<file path="src/rtl/cam_capture_ctrl.sv">
// Frame-capture sequencer for the OV7670 path: arms on start, aligns to a vsync frame
// boundary, gates pixel writes, counts lines/frames and flags overflow/geometry errors.
module cam_capture_ctrl #(
  parameter int AW       = 15,
  parameter int FW       = 8,
  parameter int LW       = 8,
  parameter int V_LINES  = 120,
  parameter int MAX_ADDR = 19199
) (
  input  logic          pclk,
  input  logic          rst,
  input  logic          start,
  input  logic          stop,
  input  logic          mode_cont,
  input  logic [FW-1:0] n_frames,
  input  logic          vsync,
  input  logic          href,
  input  logic          px_wr,
  input  logic [AW-1:0] mem_px_addr,
  output logic          cap_en,
  output logic          addr_clr,
  output logic          busy,
  output logic          done,
  output logic [FW-1:0] frame_cnt,
  output logic [LW-1:0] line_cnt,
  output logic          err_ovf,
  output logic          err_geom
);

  localparam logic [AW-1:0] MAX_A = AW'(MAX_ADDR);
  localparam logic [LW-1:0] V_L   = LW'(V_LINES);

  typedef enum logic [1:0] {IDLE, ARM, SYNC, CAPTURE} state_t;

  state_t        state_q, state_d;
  logic          vs_q, hr_q;
  logic          cap_en_q, cap_en_d;
  logic          addr_clr_q, addr_clr_d;
  logic          busy_q, busy_d;
  logic          done_q, done_d;
  logic [FW-1:0] frame_cnt_q, frame_cnt_d;
  logic [LW-1:0] line_cnt_q, line_cnt_d;
  logic          err_ovf_q, err_ovf_d;
  logic          err_geom_q, err_geom_d;
  logic          stop_pend_q, stop_pend_d;
  logic [FW-1:0] n_latch_q, n_latch_d;

  logic          vs_rise, vs_fall, hr_fall;
  logic [FW-1:0] frame_inc;
  logic          last_frame;

  function automatic logic [LW-1:0] sat_inc(input logic [LW-1:0] v);
    return (&v) ? v : v + 1'b1;
  endfunction

  assign vs_rise    = vsync & ~vs_q;
  assign vs_fall    = ~vsync & vs_q;
  assign hr_fall    = ~href & hr_q;
  assign frame_inc  = frame_cnt_q + 1'b1;
  // A stop arriving together with the frame-ending vs_rise still counts as pending.
  assign last_frame = stop_pend_q | stop | (~mode_cont & (frame_inc == n_latch_q));

  always_ff @(posedge pclk) begin
    if (rst) begin
      state_q     <= IDLE;
      vs_q        <= 1'b0;
      hr_q        <= 1'b0;
      cap_en_q    <= 1'b0;
      addr_clr_q  <= 1'b0;
      busy_q      <= 1'b0;
      done_q      <= 1'b0;
      frame_cnt_q <= '0;
      line_cnt_q  <= '0;
      err_ovf_q   <= 1'b0;
      err_geom_q  <= 1'b0;
      stop_pend_q <= 1'b0;
      n_latch_q   <= '0;
    end else begin
      state_q     <= state_d;
      vs_q        <= vsync;
      hr_q        <= href;
      cap_en_q    <= cap_en_d;
      addr_clr_q  <= addr_clr_d;
      busy_q      <= busy_d;
      done_q      <= done_d;
      frame_cnt_q <= frame_cnt_d;
      line_cnt_q  <= line_cnt_d;
      err_ovf_q   <= err_ovf_d;
      err_geom_q  <= err_geom_d;
      stop_pend_q <= stop_pend_d;
      n_latch_q   <= n_latch_d;
    end
  end

  always_comb begin
    state_d = state_q;
    case (state_q)
      IDLE:    if (start) state_d = ARM;
      ARM:     if (stop) state_d = IDLE;
               else if (vs_rise) state_d = SYNC;
      SYNC:    if (stop) state_d = IDLE;
               else if (vs_fall) state_d = CAPTURE;
      CAPTURE: if (vs_rise) state_d = last_frame ? IDLE : SYNC;
      default: state_d = IDLE;
    endcase
  end

  always_comb begin
    cap_en_d    = cap_en_q;
    addr_clr_d  = 1'b0;
    done_d      = 1'b0;
    frame_cnt_d = frame_cnt_q;
    line_cnt_d  = line_cnt_q;
    err_ovf_d   = err_ovf_q;
    err_geom_d  = err_geom_q;
    stop_pend_d = stop_pend_q;
    n_latch_d   = n_latch_q;
    busy_d      = (state_d != IDLE);
    case (state_q)
      IDLE: begin
        if (start) begin
          addr_clr_d  = 1'b1;
          frame_cnt_d = '0;
          line_cnt_d  = '0;
          err_ovf_d   = 1'b0;
          err_geom_d  = 1'b0;
          stop_pend_d = 1'b0;
          n_latch_d   = (n_frames == '0) ? FW'(1) : n_frames;
        end
      end
      SYNC: begin
        if (!stop && vs_fall) begin
          line_cnt_d = '0;
          cap_en_d   = 1'b1;
        end
      end
      CAPTURE: begin
        if (hr_fall) line_cnt_d = sat_inc(line_cnt_q);
        // Last buffer slot written: hold writes off until the next frame.
        if (px_wr && mem_px_addr == MAX_A) cap_en_d = 1'b0;
        if (px_wr && mem_px_addr > MAX_A) err_ovf_d = 1'b1;
        if (stop) stop_pend_d = 1'b1;
        if (vs_rise) begin
          cap_en_d    = 1'b0;
          frame_cnt_d = frame_inc;
          if (line_cnt_d != V_L) err_geom_d = 1'b1;
          if (last_frame) done_d = 1'b1;
          else addr_clr_d = 1'b1;
        end
      end
      default: ;
    endcase
  end

  assign cap_en    = cap_en_q;
  assign addr_clr  = addr_clr_q;
  assign busy      = busy_q;
  assign done      = done_q;
  assign frame_cnt = frame_cnt_q;
  assign line_cnt  = line_cnt_q;
  assign err_ovf   = err_ovf_q;
  assign err_geom  = err_geom_q;

endmodule
</file>
<file path="config.mk">
export PLATFORM = sky130hd
export DESIGN_NAME = cam_capture_ctrl
export DESIGN_NICKNAME = d
export VERILOG_FILES = /design/src/rtl/cam_capture_ctrl.sv
export SDC_FILE = /design/constraint.sdc
export NUM_CORES = 1
export LEC_CHECK = 0
export BUFFER_PORTS_ARGS = -buffer_cell sky130_fd_sc_hd__buf_4
export CAP_MARGIN = 15
export CORE_UTILIZATION = 50
export DETAILED_ROUTE_END_ITERATION = 16
export GPL_TIMING_DRIVEN = 0
export PLACE_DENSITY = 0.87
export SLEW_MARGIN = 40
export SYNTH_ARGS = -nofsm -noshare
export SYNTH_HDL_FRONTEND = slang
export SYNTH_SLANG_ARGS = --single-unit
</file>
<file path="constraint.sdc">
create_clock -name pclk -period 2.2 [get_ports pclk]
set_input_delay 0.44 -clock pclk [delete_from_list [all_inputs] [get_ports pclk]]
set_output_delay 0.44 -clock pclk [all_outputs]
set_load 0.005 [all_outputs]
</file>
==> summary.md <==
| Metric | Value |
|---|---|
| Status | finished, final reports clean |
| CP startpoint | frame_cnt[1] |
| Worst slew pin tran | 557 ps |
| Yosys reg bits | 35 |
| Num CTS Buffers | 5 |
| Gate Count Post-Synth | 273 |
| WHS | 373 ps |
| Dpl hpwl | 4120 um |
| R2r setup slk | 60 ps |
| Hold EP | hr_q |
| Post-CTS Setup Bufs | 0 |
| Max-Cap Viols | 0 |
| Clk Tree Root Cell | clkbuf_8 |
| Max VDD drop | 0.373 mV |
| Post-synth top area cell | dfxtp_1 |
| Fill cells | 353 |
| Syn avg cell area | 7.60 um2 |
| Global-route wire length before repair | 8830 um |
| Min Clock Period, post-route | 2140 ps |
| Post-CTS sizing | 0 |
| Site Rows | 23 |
| Worst flop-to-flop path startpoint | frame_cnt[1] |
| Initial DRC count | 154 |
| Final hold vios | 0 |
| CP Launch Type | register |
| Routed Antenna Nets | 0 |
| Final wirelength | 5440 um |
| Layout cells sized above 1 | 22.1% |
| Count of final setup violators | 0 |
| CTS hold repair buffers | 0 |
| Area delta synth->final | 26.8% |
| Area share of the largest cell type after synthesis | 33.8% |
| Initial antenna violation count | 0 |
| Chip Width | 66.4 um |
| Detailed Routing Iterations Pass 1 | 5 |
| Syn_nets | 310 |
| Gpl congestion | 0.897 |
| R2R depth | 8 |
| Static leakage | 1.09 nW |
| Antenna Cells | 0 |
| Hold Crit Depth | 2 |
| Cell variety after synth | 51 |
| CP Class | reg2reg |
| GR Overflow Total | 0 |
| Vias in the first global route | 1939 |
| Clk Latency, worst-skew pair | 300 ps |
| CTS clk-pin slew, worst paths | 80 ps |
| Clock Sinks | 35 |
| CTS tree | yes |
| H-tree depth | 2 |
| WP data arrival | 2290 ps |
| Die ar. | 4410 um2 |
| Relative slew slack | 62.9% |
| Warnings from Yosys | 0 |
| CORE AREA | 4000 um2 |
| FF-to-FF End | done |
| Vias | 2187 |
| Total chip power | 1.52 mW |
| Remaining routing DRC violations | 0 |
| Gr usage total | 26.8% |
| Ys async rst share | 0% |
| DR vias/cell | 5.76 |
| Worst Skew | 8.45 ps |
| Top cells by area, synth | dfxtp_1, a21oi_1, nand2_1 |
| Main flop type after synthesis | dfxtp_1 |
| Register area share after synthesis | 33.8% |
| Synthesized area | 2080 um2 |
| Final Max Tran Viols | 0 |
| Power Dens Cells | 577 nW/um2 |
| Hold_sp | href |
| Post-synth EDFFs | 0 |
| Worst min-delay path class | in2reg |
| Tcrit/Tclk final | 97.1% |
| Die height | 66.4 um |
| FMAX | 0.468 GHz |
| CP Capture Type | register |
| Largest net degree at the start of global routing | 13 |
| Starting Density | 51.9% |
| Max FO, Critical Path | 10 |
| Final-stage net count | 366 |
| IO Port Bufs | 51 |
| Synth cell count leaders | dfxtp_1, nand2_1, nor2_1 |
| Top-level I/O count | 53 |
| Clock buffer depth | 2 |
| Most common cell in the netlist | dfxtp_1 |
| Crit path required time | 2350 ps |
| Routed length per instance | 14.3 um |
registers in the layout, indices dropped and copies added, names as in the netlist, 2 cells and up:
register   flops
n_latch_q      8
state_q        2
frame_cnt      8
line_cnt       8
stage by stage:
stage	instance area [um2]	utilization [%]	cells	setup TNS [ps]	setup WS (ps)
floorplan	2080	-	273	0	212
CTS	2610	65.2	382	0	1.19
global placement	2520	63.0	374	-21.5	-21.5
finish	2630	65.8	380	0	64.3
global route	2630	65.8	380	-125	-77.1
detailed placement	2520	63.0	374	-35.5	-35.5
placed cells by master (no fill, tap or decap), types with 3 or more instances in the layout:
cell type / count
buf_4: 52
dfxtp_1: 34
nor2_1: 29
nand2_1: 28
a21oi_1: 28
o21ai_0: 13
nand3_1: 11
nor3_1: 11
inv_1: 8
nand2b_1: 6
or3_1: 6
nor2b_1: 6
clkbuf_1: 5
nand4_1: 5
mux2i_1: 5
a21o_1: 5
ha_1: 5
clkbuf_8: 5
xor2_1: 4
xnor2_1: 4
and2_1: 3
and3_1: 3
or4_1: 3
a22oi_1: 3
layer usage:
metal  vias to the layer above  wire (um)  global-route usage (%)
met5                         -          0                       0
met4                         0         84                    7.98
met3                        16        322                    7.41
met2                        75       2640                    45.8
met1                      1000       2390                    32.3
li1                       1096          -                       -
how the worst max path moves through the flow:
stage	to	slack [ps]	depth (start not counted)
after floorplan	done	210	8
after global placement	line_cnt[1]	-20	8
after detailed placement	line_cnt[1]	-40	8
after CTS	done	1	8
after global routing	done	-80	8
final	done	60	8
cells by family after synthesis:
kind of cell / after synthesis / share of synthesized area, %
buffers and inverters: 21 / 4.28
XOR/XNOR: 8 / 3.38
adder cells (fa/ha/maj): 6 / 3.62
multiplexers: 5 / 2.41
AND/OR/NAND/NOR: 127 / 31.4
AO/OA/AOI/OAI: 71 / 21.2
flip-flops: 35 / 33.8
area by class of cell:
| class | instances | area [um2] | share of cell area [%] |
|---|---|---|---|
| repair buffers | 51 | 383 | 14.6 |
| inverters | 8 | 30.0 | 1.14 |
| clock inverters | 3 | 20.0 | 0.761 |
| well taps | 50 | 62.6 | 2.38 |
| clock buffers | 5 | 68.8 | 2.62 |
| plain buffers | 11 | 53.8 | 2.04 |
| flip-flops and latches | 35 | 704 | 26.8 |
| multi-input cells | 217 | 1310 | 49.7 |
worst max-delay path, cell delays in order, from the launching register on:
cell	delay, ps
dfxtp_4	380
ha_1	140
clkbuf_4	180
or3b_2	480
a21oi_1	170
nor2_1	80
o31ai_2	280
o31ai_2	120
nor3b_1	160
power breakdown:
group	internal [mW]	leakage, nW	switching [mW]
Combinational	0.155	0.765	0.194
Sequential	0.669	0.286	0.0263
Clock	0.220	0.0402	0.252
Total	1.04	1.09	0.473
Power figures use the tool's default switching activity.
